## config.mk

```make
export PLATFORM = sky130hd
export DESIGN_NAME = parking_lot_controller
export DESIGN_NICKNAME = d
export VERILOG_FILES = /design/src/rtl/parking_lot_controller.sv
export SDC_FILE = /design/constraint.sdc
export NUM_CORES = 1
export LEC_CHECK = 0
export CAP_MARGIN = 20
export CORE_ASPECT_RATIO = 1.75
export CORE_MARGIN = 8
export CORE_UTILIZATION = 51
export DETAILED_ROUTE_END_ITERATION = 16
export GPL_ROUTABILITY_DRIVEN = 1
export HOLD_SLACK_MARGIN = 0.08
export PLACE_DENSITY = 0.79
export SETUP_SLACK_MARGIN = 0.4
export SYNTH_ARGS = -nofsm -noshare
export SYNTH_HDL_FRONTEND = slang
export SYNTH_SLANG_ARGS = --single-unit
```

## constraint.sdc

```tcl
create_clock -name clk -period 4.85 [get_ports clk]
set_input_delay 0.485 -clock clk [delete_from_list [all_inputs] [get_ports clk]]
set_output_delay 0.485 -clock clk [all_outputs]
set_load 0.02 [all_outputs]
```

## src/rtl/parking_lot_controller.sv

```systemverilog
// parking_lot_controller
//   Tracks occupancy of SLOTS parking spaces. On entry it hands out the lowest
//   free slot. On exit it releases the named slot. The entry and exit sides
//   each have their own req/ack handshake and a timed gate drive.
//
//   Parameters : SLOTS (2..64), IDX_W, CNT_W, GATE_CYCLES (>=1)
//   Ports      : clk, reset (async, active-high)
//                enter_req -> enter_ack / enter_deny / enter_slot / gate_in_open
//                exit_req, exit_slot -> exit_ack / exit_err / gate_out_open
//                occupancy, free_count, full, empty
//   Option     : PARK_STATS_EN adds total_entries / total_denies. These are
//                16-bit saturating counters of grants and denials.
//
//   Both FSMs (entry, exit):
//     state     | meaning
//     ST_IDLE   | waiting for a request; the only state that responds
//     ST_OPEN   | gate driven high, down-counter running
//     ST_WAIT_LOW | waiting for the request to drop before rearming
module parking_lot_controller #(
  parameter int SLOTS       = 8,
  parameter int IDX_W       = $clog2(SLOTS),
  parameter int CNT_W       = $clog2(SLOTS + 1),
  parameter int GATE_CYCLES = 4
) (
  input  logic             clk,
  input  logic             reset,
  input  logic             enter_req,
  output logic             enter_ack,
  output logic             enter_deny,
  output logic [IDX_W-1:0] enter_slot,
  output logic             gate_in_open,
  input  logic             exit_req,
  input  logic [IDX_W-1:0] exit_slot,
  output logic             exit_ack,
  output logic             exit_err,
  output logic             gate_out_open,
  output logic [SLOTS-1:0] occupancy,
  output logic [CNT_W-1:0] free_count,
  output logic             full,
`ifdef PARK_STATS_EN
  output logic [15:0]      total_entries,
  output logic [15:0]      total_denies,
`endif
  output logic             empty
);

  typedef enum logic [1:0] {ST_IDLE, ST_OPEN, ST_WAIT_LOW} state_t;

  // The timer is loaded with GATE_CYCLES-1 at the ack edge. The gate falls
  // on the edge where the timer is already 0, so it is high for exactly
  // GATE_CYCLES cycles.
  localparam int TMR_W = (GATE_CYCLES > 1) ? $clog2(GATE_CYCLES) : 1;
  localparam logic [TMR_W-1:0] TMR_LOAD = TMR_W'(GATE_CYCLES - 1);

  state_t             enter_state_q, enter_state_d;
  state_t             exit_state_q, exit_state_d;
  logic [TMR_W-1:0]   enter_tmr_q, enter_tmr_d;
  logic [TMR_W-1:0]   exit_tmr_q, exit_tmr_d;
  logic               enter_ack_q, enter_ack_d;
  logic               enter_deny_q, enter_deny_d;
  logic [IDX_W-1:0]   enter_slot_q, enter_slot_d;
  logic               gate_in_q, gate_in_d;
  logic               exit_ack_q, exit_ack_d;
  logic               exit_err_q, exit_err_d;
  logic               gate_out_q, gate_out_d;
  logic [SLOTS-1:0]   occupancy_q, occupancy_d;

  logic [IDX_W-1:0]   alloc_idx;
  logic [SLOTS-1:0]   alloc_mask;
  logic [SLOTS-1:0]   exit_mask;
  logic [SLOTS-1:0]   set_mask;
  logic [SLOTS-1:0]   clr_mask;
  logic               exit_hit;
  logic               lot_full;
  logic [CNT_W-1:0]   free_cnt;

`ifdef PARK_STATS_EN
  logic [15:0]        entries_q, entries_d;
  logic [15:0]        denies_q, denies_d;
`endif

  // Lowest free slot. An exit index at or above SLOTS matches no slot, so
  // exit_hit stays 0 and the request is answered with an error.
  always_comb begin
    alloc_idx = '0;
    for (int i = SLOTS - 1; i >= 0; i--) begin
      if (!occupancy_q[i]) alloc_idx = IDX_W'(i);
    end
    alloc_mask = ~occupancy_q & (occupancy_q + SLOTS'(1));
    exit_hit   = 1'b0;
    exit_mask  = '0;
    for (int i = 0; i < SLOTS; i++) begin
      if (exit_slot == IDX_W'(i)) begin
        exit_hit     = occupancy_q[i];
        exit_mask[i] = 1'b1;
      end
    end
    lot_full = &occupancy_q;
    free_cnt = '0;
    for (int i = 0; i < SLOTS; i++) begin
      free_cnt = free_cnt + {{(CNT_W-1){1'b0}}, ~occupancy_q[i]};
    end
  end

  always_comb begin
    enter_state_d = enter_state_q;
    enter_tmr_d   = enter_tmr_q;
    enter_ack_d   = 1'b0;
    enter_deny_d  = 1'b0;
    enter_slot_d  = enter_slot_q;
    gate_in_d     = gate_in_q;
    set_mask      = '0;
    case (enter_state_q)
      ST_IDLE: begin
        if (enter_req) begin
          if (!lot_full) begin
            set_mask      = alloc_mask;
            enter_ack_d   = 1'b1;
            enter_slot_d  = alloc_idx;
            gate_in_d     = 1'b1;
            enter_tmr_d   = TMR_LOAD;
            enter_state_d = ST_OPEN;
          end else begin
            enter_deny_d  = 1'b1;
            enter_state_d = ST_WAIT_LOW;
          end
        end
      end
      ST_OPEN: begin
        if (enter_tmr_q == '0) begin
          gate_in_d     = 1'b0;
          enter_state_d = ST_WAIT_LOW;
        end else begin
          enter_tmr_d = enter_tmr_q - TMR_W'(1);
        end
      end
      ST_WAIT_LOW: begin
        if (!enter_req) enter_state_d = ST_IDLE;
      end
      default: enter_state_d = ST_IDLE;
    endcase
  end

  always_comb begin
    exit_state_d = exit_state_q;
    exit_tmr_d   = exit_tmr_q;
    exit_ack_d   = 1'b0;
    exit_err_d   = 1'b0;
    gate_out_d   = gate_out_q;
    clr_mask     = '0;
    case (exit_state_q)
      ST_IDLE: begin
        if (exit_req) begin
          if (exit_hit) begin
            clr_mask     = exit_mask;
            exit_ack_d   = 1'b1;
            gate_out_d   = 1'b1;
            exit_tmr_d   = TMR_LOAD;
            exit_state_d = ST_OPEN;
          end else begin
            exit_err_d   = 1'b1;
            exit_state_d = ST_WAIT_LOW;
          end
        end
      end
      ST_OPEN: begin
        if (exit_tmr_q == '0) begin
          gate_out_d   = 1'b0;
          exit_state_d = ST_WAIT_LOW;
        end else begin
          exit_tmr_d = exit_tmr_q - TMR_W'(1);
        end
      end
      ST_WAIT_LOW: begin
        if (!exit_req) exit_state_d = ST_IDLE;
      end
      default: exit_state_d = ST_IDLE;
    endcase
  end

  // set_mask only ever targets a free slot and clr_mask an occupied one.
  // The two masks therefore never overlap.
  assign occupancy_d = (occupancy_q | set_mask) & ~clr_mask;

`ifdef PARK_STATS_EN
  always_comb begin
    entries_d = entries_q;
    denies_d  = denies_q;
    if (enter_ack_d && entries_q != 16'hFFFF) entries_d = entries_q + 16'd1;
    if (enter_deny_d && denies_q != 16'hFFFF) denies_d = denies_q + 16'd1;
  end
`endif

  always_ff @(posedge clk or posedge reset) begin
    if (reset) begin
      enter_state_q <= ST_IDLE;
      exit_state_q  <= ST_IDLE;
      enter_tmr_q   <= '0;
      exit_tmr_q    <= '0;
      enter_ack_q   <= 1'b0;
      enter_deny_q  <= 1'b0;
      enter_slot_q  <= '0;
      gate_in_q     <= 1'b0;
      exit_ack_q    <= 1'b0;
      exit_err_q    <= 1'b0;
      gate_out_q    <= 1'b0;
      occupancy_q   <= '0;
`ifdef PARK_STATS_EN
      entries_q     <= '0;
      denies_q      <= '0;
`endif
    end else begin
      enter_state_q <= enter_state_d;
      exit_state_q  <= exit_state_d;
      enter_tmr_q   <= enter_tmr_d;
      exit_tmr_q    <= exit_tmr_d;
      enter_ack_q   <= enter_ack_d;
      enter_deny_q  <= enter_deny_d;
      enter_slot_q  <= enter_slot_d;
      gate_in_q     <= gate_in_d;
      exit_ack_q    <= exit_ack_d;
      exit_err_q    <= exit_err_d;
      gate_out_q    <= gate_out_d;
      occupancy_q   <= occupancy_d;
`ifdef PARK_STATS_EN
      entries_q     <= entries_d;
      denies_q      <= denies_d;
`endif
    end
  end

  assign enter_ack     = enter_ack_q;
  assign enter_deny    = enter_deny_q;
  assign enter_slot    = enter_slot_q;
  assign gate_in_open  = gate_in_q;
  assign exit_ack      = exit_ack_q;
  assign exit_err      = exit_err_q;
  assign gate_out_open = gate_out_q;
  assign occupancy     = occupancy_q;
  assign free_count    = free_cnt;
  assign full          = (free_cnt == '0);
  assign empty         = (free_cnt == CNT_W'(SLOTS));
`ifdef PARK_STATS_EN
  assign total_entries = entries_q;
  assign total_denies  = denies_q;
`endif

endmodule
```

### Word-level counts from Yosys, hierarchy flattened

Cells that the tools add are included.

* input port bits: 7
* ROM bits: 0
* bits in latches: 0
* output and inout bits: 23
* RAM bits: 0
* word-level logic and storage cells: 142
* memories kept: 0
* register bits: 25

* reduce and logical (&&, ||, !) cells: 16
* divide/modulo/power cells: 0
* $add $sub $neg: 10
* muxes and demuxes: 68
* shifts and indexed selects: 0
* order comparisons: 0
* bitwise operators: 14
* $mul: 0
* equality and inequality tests: 22

Operators with widths (number)
* $mux W8: 6
* $mux W1: 34
* $mux W2: 14
* $mux W3: 8
* $ne A2 B2 Y1 const B: 10
* $add A4 B1 Y4: 4
* $and A8 B8 Y8: 2
* $not A8 Y8: 2
* $reduce_and A4 Y1: 4
* $eq A3 B3 Y1 const B: 4
* $pmux W2 S3: 2
* $not A1 Y1: 9
* $reduce_and A3 Y1: 3
* $add A8 B1 Y8 const B: 1
* $logic_not A2 Y1: 4
* $or A8 B8 Y8: 1
* $pmux W2 S2: 2
* $reduce_and A8 Y1: 1
* $eq A3 B2 Y1 const B: 2
* $add A3 B1 Y4: 1
* $eq A2 B1 Y1 const B: 2
* $eq A2 B2 Y1 const B: 2
* $eq A4 B4 Y1 const B: 1
* $logic_not A4 Y1: 1
* 7 further kinds: 10

### Logic depth before layout (Yosys ltp)

Gate-level depths: netlist of run 1.

* depth in word-level cells: 14
* gate-level depth with buffers: 9
* mapped depth without buffers: 9

### Least setup slack after synthesis of run 1

No wires, ideal clock.

* kind: reg2out
* start: reg occupancy_q[0], in the netlist occupancy[0]
* end: out empty
* path slack: 641 ps
* path buffers: 0
* arrival: 3724 ps
* stages on the path, launching flop included: 10
* path through: dfrtp_1 > inv_1 > fa_1 > fa_1 > fa_1 > ha_1 > inv_1 > fa_1 > xnor2_1 > nor4b_1

* longest elaborated chain between the ends: 9

Ends and longest elaborated chain
* start, declared: line 66 `logic [SLOTS-1:0] occupancy_q, occupancy_d;`
* start signal, assigned: line 224 `occupancy_q <= occupancy_d;`
* $not A1 Y1: line 101 `free_cnt = free_cnt + {{(CNT_W-1){1'b0}}, ~occupancy_q[i]};`
* $add A1 B1 Y2: line 101
* $add A2 B1 Y3: line 101
* $add A3 B1 Y4: line 101
* $add A4 B1 Y4 (4 in a row): line 101
* net free_count[2]: line 38 `output logic [CNT_W-1:0] free_count,`
* $eq A4 B4 Y1: line 242 `assign empty = (free_cnt == CNT_W'(SLOTS));`
* end, declared: line 44 `output logic empty`

The timed path passes the listed nets, and every way through them passes these cells.

### Worst setup path in the final report of run 1

* start: reg occupancy_q[1], in the netlist occupancy[1]
* end: out full

* longest elaborated chain between the ends: 9

Ends and longest elaborated chain
* $not A1 Y1: line 101
* $add A1 B1 Y2: line 101
* $add A2 B1 Y3: line 101
* $add A3 B1 Y4: line 101
* $add A4 B1 Y4 (4 in a row): line 101
* $logic_not A4 Y1: line 241 `assign full = (free_cnt == '0);`
* end, declared: line 39 `output logic full,`

Every way passes these cells.

==> impl_metrics.ini, run 1 <==
[outcome]
outcome = complete, no violations

[critical_path]
path_buf_inv = 4
setup.worst_path.class = reg2out
slowest_delay_ns = 0.54
slowest_stage = fa_1
cp_max_fo = 8
worst_ep_arrival_time_ns = 3.79
crit_family = adder cells
ff2ff_setup_slack_ns = 3.20
crit_path_end_kind = output pin
crit_required_ns = 4.37
startpoint_type = register
cp_common_cell = fa_1
crit_chain = inv_1 > fa_1 > fa_1 > fa_1 > ha_1 > inv_1 > fa_1 > inv_1 > nor4_1 > dlygate4sd2_1

[synth]
netlist_instances = 148
netlist_area_um2 = 1470
synthMuxAreaShare = 0.0418
yosys.area_share.adder = 0.114
synth_area_leaders = dfrtp_1 (43%), ha_1 (6.0%), fa_1 (5.5%)
async_reset_ff_frac = 1.00
synth_top_cell_by_area = dfrtp_1
synth_top_family_by_area = simple AND/OR/NAND/NOR gates
seq_area_frac_synth = 0.427
synth_compound_area_frac = 0.165
yosysWarningCount = 0
synth_xor_area_frac = 0.00597
syn_nets = 166
synth_edf_count = 0
synth-simple-area-share = 0.181
syn_avg_cell_area_um2 = 9.91
synth.distinct_cells = 44
synth_top_area_share = 0.427
synth_flop_cell = dfrtp_1
ys_ff_latch = 25

[clocking]
clk_pin_slew_worst_paths_ns = 0.08
cts_post_setup_buffers_inserted = 0
clock-sinks = 25
cts.hold.buffers_added = 0
clkLatencyLatePin_ns = 0.27
cts-root-buf = clkbuf_8
post_cts_resized = 3
h-tree-depth = 1
cts_tree = yes
clk_path_buf_depth = 2
cts-buffers-inserted = 3

[die]
die_w_um = 56.5
core_um2 = 2830
dieArea_um2 = 4910
die_y_um = 86.9
initial_core_util = 0.518
rows = 26
pin_count = 30

[layout]
area_delta_synth_final_pct = 26.5
layout_commonest_cell = clkdlybuf4s50_1
drive_gt1_frac = 0.0833
final_cell_mix = clkdlybuf4s50_1 (26), dfrtp_1 (24), inv_1 (20)
num_antenna_cells = 0
num-nets-final = 199

[drt]
drt-total-wl_um = 3530
vias = 1200
antenna_left = 0
remaining_drc_errors = 0
routed_via_density = 5.77
drt-wirelength-per-cell_um = 17.0
first_pass_iters = 6
dr.first_iter.drc_count = 40

[sta]
rsz0062_at_grt = no
slew-limit-headroom = 0.681
fin_crit_sh = 0.882
finalSetupViolCount = 0
setup_tns_ns = 0
final.min_clock_period_ns = 4.28
final_max_slew_viol_count = 0
tightest_slew_ns = 0.478
hold_viol_final = 0
fmax_ghz = 0.234
skew_ns = 0.00566

[global_routing]
antenna_found_initial = 0
grt_pass1_vias = 1297
grt.total_usage = 0.149
grt_max_degree = 26
grt_first_pass_wirelength_um = 5960
grt_overflow = 0

[flow_run]
cap_violations = 0

[placed_design]
portBuffers = 29
globalplace.congestion = 0.867
dp_hpwl_um = 2850

[min_path]
hp-class = in2async
[registers in the layout, summed over array words and instances (netlist names)]
register       cells
occupancy          8
gate_in_open       1
enter_ack          1
enter_deny         1
enter_slot         3
enter_state_q      2
exit_err           1
exit_state_q       2
enter_tmr_q        2
exit_ack           1
gate_out_open      1
exit_tmr_q         2
[cell type report]
cell class	instances	area, um^2
fillers	229	975
repair buffers	31	325
clock buffers	4	45.0
flip-flops and latches	25	627
well taps	28	35.0
inverters	21	78.8
multi-input cells	99	744
[routing by layer]
metal	global-route usage	wire [um]
met5	0	0
met4	0.0571	106
met3	0.0409	173
met2	0.302	2060
met1	0.126	1190
[worst register-to-register path, cell delays in order, from the launching register on]
cell     delay [ns]
dfrtp_1        0.48
ha_1           0.22
nand3_1        0.16
o21ai_2        0.38
inv_2          0.11
a21oi_2        0.13
a31oi_1        0.05
[path summary, 6_finish.rpt]
check                                         startpoint                       end  cells past startpoint
worst min register to register  gate_in_open$_DFFE_PP0P_  gate_in_open$_DFFE_PP0P_                      2
worst max-delay path              occupancy[1]$_DFF_PP0_                      full                     10
worst max register to register    occupancy[1]$_DFF_PP0_    occupancy[5]$_DFF_PP0_                      6
worst min-delay path                               reset    occupancy[5]$_DFF_PP0_                      2
max in group asynchronous                          reset    occupancy[0]$_DFF_PP0_                      3
min in group clk                gate_in_open$_DFFE_PP0P_  gate_in_open$_DFFE_PP0P_                      2
[synthesized netlist by cell type (2+ instances only)]
cell and instances:
and2_1 2, nor2b_1 4, o21ai_0 3, a21oi_1 6
nand2_1 11, nand3b_1 4, dfrtp_1 25, buf_2 2
o31ai_1 2, ha_1 7, nor2_1 13, nand3_1 2
a31oi_1 9, a22oi_2 2, inv_1 20, fa_1 4
mux2i_1 5
[stage by stage]
stage               hold WS [ns]  worst slack, ns  cells  area, um^2  utilization
finish                     0.490            0.573    208        1860        0.656
global route               0.511            0.412    208        1860        0.656
CTS                        0.493            0.480    207        1830        0.645
floorplan                  0.505            0.641    148        1470            -
detailed placement         0.468            0.535    203        1780        0.630
global placement           0.464            0.648    203        1780        0.630
[kinds of logic (layout without fill, tap and decap cells)]
kind of cell,count (synthesis),after routing
fa+ha+maj,11,11
flops,25,25
buf+inv,24,56
xor+xnor,1,1
compound gates,34,34
mux,6,6
simple gates,47,47
Power of run 1 is left out: the tool's default activity adds up to more than one toggle a clock period on the data nets, which glitch-free logic cannot reach.
==> run 2, diff against run 1 <==
- GPL_TIMING_DRIVEN: default -> 0
==> run 2 against run 1 <==
- critical path depth unchanged
- flip-flop and latch count is the same
- clock skew is 0.0022 ns higher
- maximum frequency is 0.88% higher
- critical path type unchanged
- largest cell class unchanged
==> impl_metrics.ini, run 2 (synthesis results as in run 1) <==
[placed_design]
dp_hpwl_um = 2670
portBuffers = 28
place_area_um2 = 1780
globalplace.congestion = 0.809

[sta]
setup_tns_ns = 0
rsz0062_at_grt = no
fmax_ghz = 0.236
final.min_clock_period_ns = 4.24
tightest_slew_ns = 0.517
fin_crit_sh = 0.874
hold_viol_final = 0
finalSetupViolCount = 0
slew-limit-headroom = 0.655
skew_ns = 0.00791
final_max_slew_viol_count = 0

[layout]
final_cell_mix = clkdlybuf4s50_1 (25), dfrtp_1 (23), inv_1 (20)
drive_gt1_frac = 0.105
num-nets-final = 200
seq_area_um2 = 628
num_antenna_cells = 0
multi_input_area_um2 = 744
filler_cell_count = 241
area_delta_synth_final_pct = 27.0
final_area_um2 = 1860
largest_reg_flops = 8
layout_commonest_cell = clkdlybuf4s50_1

[global_routing]
antenna_found_initial = 0
grt_pass1_vias = 1275
grt.total_usage = 0.141
grt_first_pass_wirelength_um = 5780
grt_overflow = 0
grt_max_degree = 26

[min_path]
hp-class = in2async

[critical_path]
cp_max_fo = 10
crit_chain = inv_1 > fa_1 > fa_1 > fa_1 > ha_1 > inv_1 > fa_1 > inv_1 > nor4b_1 > dlygate4sd2_1
startpoint_type = register
crit_family = adder cells
ff2ff_setup_slack_ns = 3.23
path_buf_inv = 4
cp_common_cell = fa_1
slowest_stage = fa_1
crit_path_end_kind = output pin
setup.worst_path.class = reg2out
reg2reg_depth = 6
crit_cells = 10
crit_required_ns = 4.37
worst_ep_arrival_time_ns = 3.75
slowest_delay_ns = 0.56

[drt]
drt-total-wl_um = 3300
routed_via_density = 5.79
vias = 1211
first_pass_iters = 4
antenna_left = 0
remaining_drc_errors = 0
drt-wirelength-per-cell_um = 15.8
dr.first_iter.drc_count = 34

[die]
initial_core_util = 0.518
core_um2 = 2830
dieArea_um2 = 4910
rows = 26
die_w_um = 56.5
die_y_um = 86.9
pin_count = 30

[clocking]
cts-buffers-inserted = 3
clkLatencyLatePin_ns = 0.27
h-tree-depth = 1
cts-root-buf = clkbuf_8
clock-sinks = 25
cts.hold.buffers_added = 0
clk_path_buf_depth = 2
cts_tree = yes
clk_pin_slew_worst_paths_ns = 0.09

[flow_run]
cap_violations = 0

[outcome]
outcome = complete, no violations
run 2: changes by cell type in the layout (fill, tap and decap cells not counted):
| cell | previous run | this run |
|---|---|---|
| buf_2 | 0 | 2 |
| clkbuf_1 | 1 | 0 |
| clkdlybuf4s50_1 | 26 | 25 |
| dfrtp_1 | 24 | 23 |
| dfrtp_2 | 1 | 2 |
| inv_6 | 0 | 1 |
run 2: layout make-up:
cell class | instances | share of cell area
Multi-Input combinational cell | 99 | 0.400
Sequential cell | 25 | 0.337
Timing Repair Buffer | 29 | 0.165
Inverter | 21 | 0.0423
Clock buffer | 3 | 0.0222
Tap cell | 28 | 0.0188
Buffer | 3 | 0.00941
Clock inverter | 1 | 0.00470
run 2: worst paths after layout:
check                                           from                   endpoint
max                           occupancy[0]$_DFF_PP0_                      empty
min                                            reset  enter_slot[2]$_DFFE_PP0P_
max reg2reg                   occupancy[0]$_DFF_PP0_     occupancy[5]$_DFF_PP0_
min reg2reg                enter_slot[1]$_DFFE_PP0P_  enter_slot[1]$_DFFE_PP0P_
max in group asynchronous                      reset     occupancy[1]$_DFF_PP0_
min in group clk           enter_slot[1]$_DFFE_PP0P_  enter_slot[1]$_DFFE_PP0P_
run 2: repair_timing:
action,CTS,global route
setup buffers,0,0
gates resized for setup,4,1
setup endpoints to repair,3,1
run 2: routing by layer:
| metal | global-route usage | part of all wire | vias to the layer above |
|---|---|---|---|
| met3 | 0.0292 | 0.038 | 7 |
| met2 | 0.277 | 0.58 | 31 |
| li1 | - | - | 583 |
| met1 | 0.138 | 0.37 | 590 |
| met5 | 0 | 0 | - |
| met4 | 0.0484 | 0.016 | 0 |
run 2: per-stage QoR:
stage / util / setup slack [ns] / instances / hold WS [ns]
final: 0.658 / 0.611 / 209 / 0.481
after global routing: 0.658 / 0.408 / 209 / 0.520
after CTS: 0.647 / 0.479 / 208 / 0.490
after detailed placement: 0.630 / 0.486 / 204 / 0.470
after global placement: 0.630 / 0.568 / 204 / 0.464
after floorplan: - / 0.641 / 148 / 0.505
Power of run 2 is left out for the same reason.
==> run 3, diff against run 2 <==
- ABC_AREA: default -> 1
- CAP_MARGIN: 20 -> default
==> run 3 against run 2 <==
- first-iteration DRC count is 56% higher
- critical endpoint is now free_count[2]
- register-to-register slack hardly changed
- sequential share of layout area is 0.77 points higher
- largest cell class unchanged
- cell area is 2.2% lower
==> impl_metrics.ini, run 3 <==
[sta]
fin_crit_sh = 0.875
tightest_slew_ns = 0.949
finalSetupViolCount = 0
final.min_clock_period_ns = 4.24
rsz0062_at_grt = no
hold_viol_final = 0
fmax_ghz = 0.236
final_max_slew_viol_count = 0
slew-limit-headroom = 0.366
skew_ns = 0.00587
setup_tns_ns = 0

[clocking]
cts.hold.buffers_added = 0
h-tree-depth = 1
clk_path_buf_depth = 2
clkLatencyLatePin_ns = 0.27
cts-root-buf = clkbuf_8
cts-buffers-inserted = 3
clk_pin_slew_worst_paths_ns = 0.09
cts_tree = yes
cts_post_setup_buffers_inserted = 0
clock-sinks = 25

[global_routing]
gr-usage-met2 = 0.285
antenna_found_initial = 0
grt_overflow = 0
use_met1 = 0.159
grt_pass1_vias = 1426
grt_max_degree = 26
grt_first_pass_wirelength_um = 6290
grt.total_usage = 0.154
met3_usage = 0.0292
grt.busiest_layer = met2

[die]
pin_count = 30
die_w_um = 56.6
die_y_um = 87.0
dieArea_um2 = 4920
core_um2 = 2830
rows = 26
initial_core_util = 0.519

[drt]
routed_via_density = 5.51
drt-total-wl_um = 3610
first_pass_iters = 5
antenna_left = 0
vias = 1328
dr.first_iter.drc_count = 53
drt-wirelength-per-cell_um = 15.0
remaining_drc_errors = 0

[synth]
synth_area_leaders = dfrtp_1 (43%), nand2_1 (10%), inv_1 (8.4%)
yosysWarningCount = 0
seq_area_frac_synth = 0.426
yosys.area_share.adder = 0.114
synth.distinct_cells = 27
synth_edf_count = 0
syn_nets = 199
syn_avg_cell_area_um2 = 8.11
synth_top_area_share = 0.426
synth_xor_area_frac = 0.00597
synth-simple-area-share = 0.246
ys_ff_latch = 25
post-synth-top-count-cell = nand2_1
synthMuxAreaShare = 0
async_reset_ff_frac = 1.00
netlist_area_um2 = 1470
synth_compound_area_frac = 0.104
synth_top_cell_by_area = dfrtp_1
synth_top_family_by_area = simple AND/OR/NAND/NOR gates
synth_common_cells = nand2_1 (39), inv_1 (33), dfrtp_1 (25), nor2_1 (16)
netlist_instances = 181
synth_flop_cell = dfrtp_1

[critical_path]
crit_family = adder cells
slowest_stage = clkdlybuf4s50_1
cp_max_fo = 6
slowest_delay_ns = 0.64
startpoint_type = register
setup.worst_path.class = reg2out
path_buf_inv = 3
crit_path_end_kind = output pin
crit_chain = inv_1 > fa_1 > fa_1 > fa_1 > ha_1 > inv_1 > fa_1 > xnor2_1 > clkdlybuf4s50_1
crit_required_ns = 4.37
cp_common_cell = fa_1
worst_ep_arrival_time_ns = 3.76

[min_path]
hp-class = reg2reg

[flow_run]
cap_violations = 0

[layout]
final_cell_mix = nand2_1 (39), inv_1 (33), clkdlybuf4s50_1 (26)
largest_reg_flops = 8
area_delta_synth_final_pct = 24.0
drive_gt1_frac = 0.0798
multi_input_area_um2 = 689
seq_area_um2 = 628
num-nets-final = 232
num_antenna_cells = 0
filler_cell_count = 267
layout_commonest_cell = nand2_1

[placed_design]
globalplace.congestion = 0.935
dp_hpwl_um = 2850
portBuffers = 28

[outcome]
outcome = complete, no violations
## run 3: cell types whose count changed after synthesis, moves of 3 or more
cell	change
nand2_1	+28
nand3_1	+6
a31oi_1	-6
inv_1	+13
nor2_1	+3
nand4_1	+3
mux2i_1	-5
nor2b_1	-4
nand3b_1	-4
nor3_1	+7
## run 3: what timing repair did
action                     in CTS  in global routing
gates resized for setup         3                  5
pin swaps                       0                  0
setup endpoints to repair       2                  2
## run 3: worst paths after layout
kind	start	slack, ns	cells past startpoint	to
setup / recovery	occupancy[0]$_DFF_PP0_	0.61	9	free_count[2]
hold / removal	gate_in_open$_DFFE_PP0P_	0.48	2	gate_in_open$_DFFE_PP0P_
setup reg to reg	occupancy[0]$_DFF_PP0_	3.22	8	occupancy[7]$_DFF_PP0_
hold reg to reg	gate_in_open$_DFFE_PP0P_	0.48	2	gate_in_open$_DFFE_PP0P_
max in group asynchronous	reset	3.48	2	occupancy[1]$_DFF_PP0_
min in group asynchronous	reset	0.73	2	enter_state_q[0]$_DFFE_PP0P_
## run 3: through the flow
stage               hold WS [ns]  instance area [um^2]  utilization  setup WS (ns)  cells
floorplan                  0.449                  1470            -          0.804    181
global placement           0.460                  1780        0.630          0.495    237
detailed placement         0.464                  1780        0.630          0.435    237
CTS                        0.487                  1830        0.645          0.451    241
global route               0.521                  1820        0.643          0.468    241
finish                     0.480                  1820        0.643          0.606    241
## run 3: layout make-up
class | instances | share of cell area
plain buffers | 1 | 0.00619
clock buffers | 4 | 0.0247
well taps | 28 | 0.0192
flip-flops and latches | 25 | 0.345
inverters | 37 | 0.0777
multi-input cells | 118 | 0.379
repair buffers | 28 | 0.148
## run 3: tightest hold or removal path: cells and delay by family, from the launching register on
kind	cells	cell delay, ns
flops	1	0.35
simple gates	2	0.10
## run 3: per-layer routing
metal,share of wire,vias to the layer above
li1,-,643
met1,0.39,636
met2,0.55,40
met3,0.044,9
met4,0.025,0
met5,0,-
## run 3: kinds of logic after synthesis
group / after synthesis
AOI/OAI and AO/OA: 25
buffers and inverters: 38
and+or+nand+nor: 81
adders and majority gates: 11
xor gates and xnor gates: 1
DFF: 25
Power of run 3 is left out for the same reason.
